==> src/rtl/sseg_scan_ctrl.sv <==
// sseg_scan_ctrl: converts a 13-bit binary result into four BCD digits (shift-add-3, one bit
// per clock) and scans the held digits onto a 4-digit seven-segment display.
//
// Ports:
//   clk        - system clock, all state on rising edge
//   reset_n    - asynchronous active-low reset
//   load       - one-cycle request: capture bin_in and start a conversion
//   bin_in     - unsigned binary value 0..8191
//   busy       - conversion in progress
//   done_tick  - one-cycle pulse: new digits now held for display
//   digit_sel  - index of the digit currently scanned (0 = ones)
//   bcd_digit  - BCD value of the selected digit
//   an         - active-low anode enables (4'b1111 = all off)
module sseg_scan_ctrl #(
  parameter int unsigned REFRESH_DIV = 100000,
  parameter bit          BLANK_LEAD  = 1'b1
) (
  input  logic        clk,
  input  logic        reset_n,
  input  logic        load,
  input  logic [12:0] bin_in,
  output logic        busy,
  output logic        done_tick,
  output logic [1:0]  digit_sel,
  output logic [3:0]  bcd_digit,
  output logic [3:0]  an
);

  typedef enum logic [1:0] {StIdle, StConv, StLatch} state_e;

  localparam int unsigned PreW = (REFRESH_DIV > 1) ? $clog2(REFRESH_DIV) : 1;
  localparam logic [PreW-1:0] PreMax = PreW'(REFRESH_DIV - 1);

  state_e      state_q;
  logic [12:0] shreg_q;
  logic [15:0] acc_q;
  logic [3:0]  bit_cnt_q;
  logic [12:0] pend_q;
  logic        pend_valid_q;
  logic [15:0] disp_q;
  logic        done_q;

  logic [15:0] acc_adj;
  logic [28:0] shifted;

  // Add 3 to every nibble >= 5 before the shift so each digit carries correctly.
  always_comb begin
    acc_adj = acc_q;
    for (int k = 0; k < 4; k++) begin
      if (acc_q[k*4 +: 4] >= 4'd5) acc_adj[k*4 +: 4] = acc_q[k*4 +: 4] + 4'd3;
    end
    shifted = {acc_adj, shreg_q} << 1;
  end

  always_ff @(posedge clk or negedge reset_n) begin
    if (!reset_n) begin
      state_q      <= StIdle;
      shreg_q      <= '0;
      acc_q        <= '0;
      bit_cnt_q    <= '0;
      pend_q       <= '0;
      pend_valid_q <= 1'b0;
      disp_q       <= '0;
      done_q       <= 1'b0;
    end else begin
      done_q <= 1'b0;
      // Requests arriving while busy are parked; latest one wins.
      if (load && (state_q != StIdle)) begin
        pend_q       <= bin_in;
        pend_valid_q <= 1'b1;
      end
      unique case (state_q)
        StIdle: begin
          if (load) begin
            shreg_q   <= bin_in;
            acc_q     <= '0;
            bit_cnt_q <= 4'd12;
            state_q   <= StConv;
          end
        end
        StConv: begin
          acc_q   <= shifted[28:13];
          shreg_q <= shifted[12:0];
          if (bit_cnt_q == 4'd0) state_q <= StLatch;
          else                   bit_cnt_q <= bit_cnt_q - 4'd1;
        end
        StLatch: begin
          disp_q <= acc_q;
          done_q <= 1'b1;
          // A load on this very edge is the newest request, so it beats the parked one.
          if (load || pend_valid_q) begin
            shreg_q      <= load ? bin_in : pend_q;
            acc_q        <= '0;
            bit_cnt_q    <= 4'd12;
            pend_valid_q <= 1'b0;
            state_q      <= StConv;
          end else begin
            state_q <= StIdle;
          end
        end
        default: state_q <= StIdle;
      endcase
    end
  end

  // Free-running digit scan, independent of conversion activity.
  logic [PreW-1:0] prescale_q, prescale_d;
  logic [1:0]      sel_q, sel_d;

  always_comb begin
    prescale_d = prescale_q + 1'b1;
    sel_d      = sel_q;
    if (prescale_q == PreMax) begin
      prescale_d = '0;
      sel_d      = sel_q + 2'd1;
    end
  end

  always_ff @(posedge clk or negedge reset_n) begin
    if (!reset_n) begin
      prescale_q <= '0;
      sel_q      <= '0;
    end else begin
      prescale_q <= prescale_d;
      sel_q      <= sel_d;
    end
  end

  // Digit k (k>0) is blank when it and every more significant digit are zero.
  logic [3:0] blank;
  logic [3:0] sel_onehot;

  always_comb begin
    blank[3]   = BLANK_LEAD && (disp_q[15:12] == 4'd0);
    blank[2]   = blank[3] && (disp_q[11:8] == 4'd0);
    blank[1]   = blank[2] && (disp_q[7:4] == 4'd0);
    blank[0]   = 1'b0;
    sel_onehot = 4'b0001 << sel_q;
    bcd_digit  = disp_q[sel_q*4 +: 4];
    an         = blank[sel_q] ? 4'b1111 : ~sel_onehot;
  end

  assign busy      = (state_q != StIdle);
  assign done_tick = done_q;
  assign digit_sel = sel_q;

endmodule

==> config.mk <==
export PLATFORM = sky130hd
export DESIGN_NAME = sseg_scan_ctrl
export DESIGN_NICKNAME = d
export VERILOG_FILES = /design/src/rtl/sseg_scan_ctrl.sv
export SDC_FILE = /design/constraint.sdc
export NUM_CORES = 1
export LEC_CHECK = 0
export CAP_MARGIN = 20
export CORE_MARGIN = 4
export CORE_UTILIZATION = 59
export CTS_CLUSTER_SIZE = 16
export DETAILED_ROUTE_END_ITERATION = 6
export GPL_ROUTABILITY_DRIVEN = 0
export PLACE_DENSITY = 0.89
export SLEW_MARGIN = 15
export SYNTH_ARGS = -nofsm -noshare
export SYNTH_HDL_FRONTEND = slang
export SYNTH_SLANG_ARGS = --single-unit
==> constraint.sdc <==
create_clock -name clk -period 2.3 [get_ports clk]
set_clock_uncertainty 0.05 [all_clocks]
set_input_delay 0.46 -clock clk [delete_from_list [all_inputs] [get_ports clk]]
set_output_delay 0.46 -clock clk [all_outputs]
set_load 0.1 [all_outputs]
==> impl_summary.log, run 1 <==
INFO  metric run_status = finished, violations left
INFO  metric failed_checks = negative setup slack
INFO  metric placement.io_buffers = 27
INFO  metric setup.worst_path.end_class = primary output
INFO  metric num-nets-final = 491
INFO  metric switching_share = 0.378
INFO  metric drtIter0Drc = between 200 and 300
INFO  metric postLayoutCoreUtil = 0.721
INFO  metric clkSlewWorstSetupHoldPaths = roughly 0.09 ns
INFO  metric placed_cell_area = slightly below 0.005 sq mm
INFO  metric total_track_usage = 0.241
INFO  metric fin_crit = between 2 and 2.5 ns
INFO  metric worst_r2r_endpoint = acc_q[14]
INFO  metric total_i_o_pin_count = 28
INFO  metric die_w = 94.9 um
INFO  metric cts-htree-levels = 3
INFO  metric netlist.top_cell.by_area = sky130_fd_sc_hd__dfrtp_1
INFO  metric layout_worst_path_cycle_share = 1.01
INFO  metric final_layout_size_suffix_gt1_frac = 0.197
INFO  metric worst-r2r-cell-count = 8
INFO  metric regToRegSetupSlack = 0.26 ns
INFO  metric holdPathStages = 1
INFO  metric core_area = approximately 0.0073 sq mm
INFO  metric worstPathRequired = roughly 1.8 ns
INFO  metric synth.top_cells.by_area = sky130_fd_sc_hd__dfrtp_1 (48%), sky130_fd_sc_hd__mux2_2 (7.6%), sky130_fd_sc_hd__ha_1 (5.3%)
INFO  metric p_sw = ~2.1 mW
INFO  metric place_worst_setup_slack = about 0.15 ns
INFO  metric detailroute.via_count = 3497
INFO  metric power_density = 1060 mW/mm^2
INFO  metric avgViaCountPerCell = 6.24
INFO  metric yosys.cell_types.count = 37
INFO  metric achievable-frequency = 429 MHz
INFO  metric synth-seq-cells = 85
INFO  metric postSynthNetCount = 466
INFO  metric slew_of_the_pin_with_the_lowest_slew_margin = 0.527 ns
INFO  metric clk-insertion-delay-late = approximately 0.36 ns
INFO  metric globalRouteOverflowTotal = 0
INFO  metric cts_max_path_buffers = 2
INFO  metric reg2reg_from = state_q[1]
INFO  metric clock_tree_from_tritoncts = yes
INFO  metric total_power = 5.56 mW
INFO  metric seq_total_area_yosys = 0.478
INFO  metric post-synth-top-area-fraction = 0.478
INFO  metric p_clk_frac = 0.215
INFO  metric slew-limit-headroom = 0.648
INFO  metric die_area = 0.00900 sq mm
INFO  metric leakage_power = between 2 and 2.5 nW
INFO  metric hold_fails_final_rpt = 0
INFO  metric comb_power_share = 0.396
INFO  metric timing.setup.critical_path_class = reg -> out
INFO  metric antenna_cells_inserted = 0
INFO  metric rows = 31
INFO  metric seq_power_share = 0.389
INFO  metric detail_route.first_pass.iterations = 4
INFO  metric timing.max_cap.violations = 0
INFO  metric final_count_of_negative_setup_slack_endpoints = 3
INFO  metric grt_setup_unrepaired = true
INFO  metric drc = 0
INFO  metric synthCells = between 400 and 500
INFO  metric hold_path.class = reg -> reg
INFO  metric yosys_warnings = 0
INFO  metric die_y = about 95 um
INFO  metric start_kind = flop
INFO  metric detailed_place_hpwl = 6380 um
INFO  metric critical_path.max_fanout = 3
INFO  metric report.final.slew_viol_count = 0
INFO  metric cts.root.buffer_cell = sky130_fd_sc_hd__clkbuf_8
INFO  metric synth_area_per_cell = 10.3 sq um
INFO  metric max-vdd-ir-drop = 0.000611 V
INFO  metric whs_endpoint = pend_q[4]
INFO  metric final_area = 0.00526 sq mm
INFO  metric initial_utilization = 0.611
INFO  metric cts_buffers = 9
INFO  metric tritoncts_sinks = 85
INFO  metric holdWs = about 0.46 ns
INFO  metric fillerInstances = just over 500
INFO  metric route.antenna.remaining_nets = 0
INFO  metric wirelength = 9970 um
INFO  metric grt_start_max_net_pins = 54
INFO  metric setup-tns-final = -0.0924 ns
INFO  metric fin_cells = 560
INFO  metric grt_pass1_wl = 16900 um
INFO  metric cp.arrival = around 1.8 ns
INFO  metric timing.final.ws_setup = -0.0312 ns
INFO  metric area_delta_synth_final = 18.0%
INFO  metric dp_cells = approximately 540
INFO  metric wl_per_cell = approximately 18 um
INFO  metric min_from = pend_q[4]
INFO  metric first_global_vias = approximately 3500
INFO  metric power.internal = 3.46 mW
INFO  metric antenna_found_initial = 0
INFO  metric syn-cell-area = 0.00445 sq mm
[per-layer routing]
layer / track usage / part of all wire / up-vias
met4: 0.123 / 0.032 / 0
met2: 0.402 / 0.51 / 132
li1: - / - / 1589
met3: 0.0375 / 0.050 / 28
met5: 0 / 0 / -
met1: 0.304 / 0.40 / 1748
[Yosys cell counts]
library cell               number
sky130_fd_sc_hd__a211o_1        1
sky130_fd_sc_hd__a21oi_1       38
sky130_fd_sc_hd__a22o_1         9
sky130_fd_sc_hd__a31oi_1        1
sky130_fd_sc_hd__and4_1         2
sky130_fd_sc_hd__buf_1          2
sky130_fd_sc_hd__buf_2          6
sky130_fd_sc_hd__buf_6          1
sky130_fd_sc_hd__clkbuf_1      18
sky130_fd_sc_hd__dfrtp_1       85
sky130_fd_sc_hd__ha_1          19
sky130_fd_sc_hd__inv_1         19
sky130_fd_sc_hd__mux2_2        30
sky130_fd_sc_hd__mux2i_1        4
sky130_fd_sc_hd__mux4_2         4
sky130_fd_sc_hd__nand2_1       12
sky130_fd_sc_hd__nand2b_1       8
sky130_fd_sc_hd__nand3_1       14
sky130_fd_sc_hd__nand4_1        5
sky130_fd_sc_hd__nor2_1        26
sky130_fd_sc_hd__nor2b_1       16
sky130_fd_sc_hd__nor3_1         7
sky130_fd_sc_hd__nor3b_1        6
sky130_fd_sc_hd__nor4_1         4
sky130_fd_sc_hd__nor4b_2        1
sky130_fd_sc_hd__o211ai_1       4
sky130_fd_sc_hd__o21a_1         1
sky130_fd_sc_hd__o21ai_0       43
sky130_fd_sc_hd__o22ai_1        1
sky130_fd_sc_hd__o31a_1         1
sky130_fd_sc_hd__o31ai_1       17
sky130_fd_sc_hd__o41ai_1        1
sky130_fd_sc_hd__or2_2          1
sky130_fd_sc_hd__or3b_2         2
sky130_fd_sc_hd__or4_1          3
sky130_fd_sc_hd__xnor2_1       14
sky130_fd_sc_hd__xor2_1         5
[cells by family after synthesis]
group / count (synthesis) / synth area share
AND/OR/NAND/NOR: 107 / 0.130
flip-flops: 85 / 0.478
adder cells (fa/ha/maj): 19 / 0.0534
XOR/XNOR: 19 / 0.0374
buffers and inverters: 46 / 0.0421
multiplexers: 38 / 0.105
AO/OA/AOI/OAI: 117 / 0.155
[placed cells by master, fill, tap and decap left out, types with 16 or more instances in the layout]
cell,count
sky130_fd_sc_hd__dfrtp_1,83
sky130_fd_sc_hd__o21ai_0,43
sky130_fd_sc_hd__a21oi_1,37
sky130_fd_sc_hd__mux2_2,30
sky130_fd_sc_hd__nor2_1,26
sky130_fd_sc_hd__ha_1,19
sky130_fd_sc_hd__inv_1,17
sky130_fd_sc_hd__o31ai_1,17
sky130_fd_sc_hd__nor2b_1,16
[flip-flops by register name, summed over array words and instances (netlist names)]
name	cells
prescale_q	17
pend_q	13
pend_valid_q	1
digit_sel	2
disp_q	16
done_tick	1
state_q	2
shreg_q	13
acc_q	16
bit_cnt_q	4
[critical path, cell delays in order, from the launching register on]
cell and delay, ns:
sky130_fd_sc_hd__dfrtp_1 0.40, sky130_fd_sc_hd__or4_4 0.56, sky130_fd_sc_hd__nor3_4 0.16, sky130_fd_sc_hd__nand2b_4 0.17
sky130_fd_sc_hd__buf_12 0.17
[timing repair]
action	in CTS	in global routing
setup buffers	2	0
endpoints found under the hold margin	24	0
pin swaps	1	1
hold buffers	1	0
endpoints found under the setup margin	3	3
gates resized for setup	4	2
[power groups by stage]
stage          logic [mW]  registers [mW]  clock network (mW)
2_1_floorplan        1.54            2.09                   0
3_3_place_gp         2.01            2.14                   0
3_5_place_dp         2.12            2.17                   0
4_1_cts              2.19            2.14                1.20
5_1_grt              2.39            2.21                1.27
6_report             2.20            2.17                1.20
[final cells by class]
| class | instances | area (sq um) | area share |
|---|---|---|---|
| clock buffers | 11 | 141 | 0.0269 |
| clock inverters | 5 | 83.8 | 0.0160 |
| inverters | 19 | 78.8 | 0.0150 |
| multi-input cells | 300 | 2200 | 0.419 |
| flip-flops and latches | 85 | 2130 | 0.406 |
| well taps | 99 | 124 | 0.0236 |
| repair buffers | 41 | 495 | 0.0943 |
[how the worst max path moves through the flow]
stage                             to    startpoint  slack (ns)  cells after the start
final                          an[1]    disp_q[13]       -0.03                      4
after global routing           an[1]    disp_q[12]        -0.1                      4
after CTS                      an[3]    disp_q[13]       -0.06                      4
after detailed placement  pend_q[11]          load        0.15                      5
after global placement     pend_q[0]          load        0.18                      5
after floorplan                an[1]  digit_sel[1]       -0.05                      4
Power figures use the tool's default switching activity.
==> inputs of run 2 (changes only) <==
--- a/config.mk
+++ b/config.mk
@@ -6,7 +6,7 @@
 export NUM_CORES = 1
 export LEC_CHECK = 0
 export CAP_MARGIN = 20
-export CORE_MARGIN = 4
+export CORE_MARGIN = 2
 export CORE_UTILIZATION = 59
 export CTS_CLUSTER_SIZE = 16
 export DETAILED_ROUTE_END_ITERATION = 6
==> run 2 against run 1 <==
Compared with the run above: the flow still finishes with violations (negative setup slack); final area down 0.69%; first-iteration DRC count decreased by 19%; wire length decreased by 5.2%; critical path depth stayed put; total power is 2.8% lower; non-clock buffer count shrank 1; clock power shrank 8%; global-route usage increased by 0.36 points; sequential power hardly changed; fmax down 0.97%; via count down 4.1%.
==> impl_summary.log, run 2 (synthesized netlist as in run 1, its figures left out) <==
INFO  metric reg2reg_from = state_q[1]
INFO  metric worst-r2r-cell-count = 6
INFO  metric reg.largest.list = prescale_q (17), acc_q (16), disp_q (16)
INFO  metric placement.io_buffers = 27
INFO  metric max-vdd-ir-drop = 0.000591 V
INFO  metric worstSetupEndpoint = an[1]
INFO  metric cts.root.buffer_cell = sky130_fd_sc_hd__clkbuf_8
INFO  metric drtIter0Drc = 219
INFO  metric die_area = about 0.0083 sq mm
INFO  metric run_status = finished, violations left
INFO  metric hold_fails_final_rpt = 0
INFO  metric total_power = about 5.4 mW
INFO  metric report.final.slew_viol_count = 0
INFO  metric mostFrequentLayoutCells = sky130_fd_sc_hd__dfrtp_1 (83), sky130_fd_sc_hd__o21ai_0 (43), sky130_fd_sc_hd__a21oi_1 (36)
INFO  metric cts_max_path_buffers = 2
INFO  metric most_frequent_standard_cell_in_the_layout_excluding_fill_and_tap_cells = sky130_fd_sc_hd__dfrtp_1
INFO  metric grt_pass1_wl = 16100 um
INFO  metric fin_cells = between 500 and 600
INFO  metric setup.worst_path.end_class = primary output
INFO  metric cp.arrival = 1.84 ns
INFO  metric cts_buffers = 9
INFO  metric grt_setup_unrepaired = true
INFO  metric hold_path.class = reg -> reg
INFO  metric clkSlewWorstSetupHoldPaths = about 0.080 ns
INFO  metric final_count_of_negative_setup_slack_endpoints = 3
INFO  metric total_i_o_pin_count = 28
INFO  metric layout_worst_path_cycle_share = 1.02
INFO  metric timing.setup.critical_path_class = reg -> out
INFO  metric detailed_place_hpwl = roughly 6300 um
INFO  metric tritoncts_sinks = 85
INFO  metric leakage_power = around 2.2 nW
INFO  metric start_kind = flop
INFO  metric num-nets-final = 490
INFO  metric total_track_usage = 0.245
INFO  metric first_global_vias = 3369
INFO  metric antenna_cells_inserted = 0
INFO  metric detail_route.first_pass.iterations = 4
INFO  metric failed_checks = negative setup slack
INFO  metric regMostFlops = prescale_q
INFO  metric slew-limit-headroom = 0.561
INFO  metric cp_slowest_cell = sky130_fd_sc_hd__or4_4
INFO  metric clk-insertion-delay-late = around 0.35 ns
INFO  metric achievable-frequency = approximately 420 MHz
INFO  metric clock_tree_from_tritoncts = yes
INFO  metric globalRouteOverflowTotal = 0
INFO  metric worstPathRequired = 1.79 ns
INFO  metric initial_utilization = 0.611
INFO  metric grt_start_max_net_pins = 41
INFO  metric fin_crit = about 2.4 ns
INFO  metric drc = 0
INFO  metric cpPeakStageDelay = 0.56 ns
INFO  metric cts-htree-levels = 3
INFO  metric route.antenna.remaining_nets = 0
INFO  metric regToRegSetupSlack = approximately 0.2 ns
INFO  metric power_density = 1040 mW/mm^2
INFO  metric holdPathStages = 1
INFO  metric crit_path_cell_trace = or4_4 -> nor3_4 -> nand2b_4 -> buf_12
INFO  metric final_layout_size_suffix_gt1_frac = 0.200
INFO  metric dp_cells = 541
INFO  metric core_area = 0.00729 sq mm
INFO  metric antenna_found_initial = 0
INFO  metric worst_r2r_endpoint = bit_cnt_q[3]
INFO  metric die_w = 90.9 um
INFO  metric slew_of_the_pin_with_the_lowest_slew_margin = about 0.66 ns
INFO  metric rows = 31
INFO  metric timing.final.ws_setup = -0.0541 ns
INFO  metric timing.max_cap.violations = 0
INFO  metric avgViaCountPerCell = 6.00
INFO  metric area_delta_synth_final = 17.2%
INFO  metric startpoint = disp_q[13]
INFO  metric detailroute.via_count = between 3000 and 4000
INFO  metric place_worst_setup_slack = roughly 0.18 ns
INFO  metric wirelength = 9450 um
INFO  metric wl_per_cell = 16.9 um
INFO  metric critical_path.max_fanout = 3
INFO  metric die_y = 90.9 um
INFO  metric flip_flop_count_of_the_largest_register_all_copies_and_words_added = 17
run 2: layout make-up:
cell class	instances	area, sq um
inverter	19	78.8
timing repair buffer	40	463
clock inverter	5	57.6
tap	99	124
clock buffer	11	151
multi-input combinational	300	2210
sequential	85	2130
fill	500	2070
run 2: worst min path at each step:
stage                        from            end
detailed placement        reset_n   bit_cnt_q[0]
global route            pend_q[0]      pend_q[0]
finish                  pend_q[5]      pend_q[5]
CTS                 prescale_q[4]  prescale_q[4]
floorplan                 reset_n       acc_q[0]
global placement          reset_n   bit_cnt_q[0]
run 2: routing by layer:
layer  up-vias  wire length (um)  track usage
met4         0               161       0.0960
met5         -                 0            0
met3        14               358       0.0409
met2        87              4960        0.429
met1      1670              3970        0.302
li1       1582                 -            -
run 2: repair_timing:
item,4_1_cts,5_1_grt
pin swaps,1,2
setup endpoints to repair,3,3
hold buffers,1,0
gates resized for setup,6,2
endpoints found under the hold margin,24,0
buffers inserted,1,0
run 2: per-stage QoR:
stage               cell area [sq um]  TNS (ns)  hold WS, ns  utilization
floorplan                        4490   -0.0493        0.114            -
global placement                 4950         0        0.336        0.678
detailed placement               4950         0        0.339        0.678
CTS                              5210    -0.194        0.455        0.714
global route                     5220    -0.270        0.473        0.716
finish                           5220    -0.151        0.455        0.716
run 2: critical path: cells and delay by family (launching register included):
family        cells  cell delay, ns
simple gates      3            0.92
flops             1            0.40
buf+inv           1            0.17
run 2: where the power goes:
group	leakage [nW]	switching (mW)	internal, mW
Sequential	1.10	0.277	1.88
Clock	0.110	0.532	0.563
Combinational	1.02	1.24	0.914
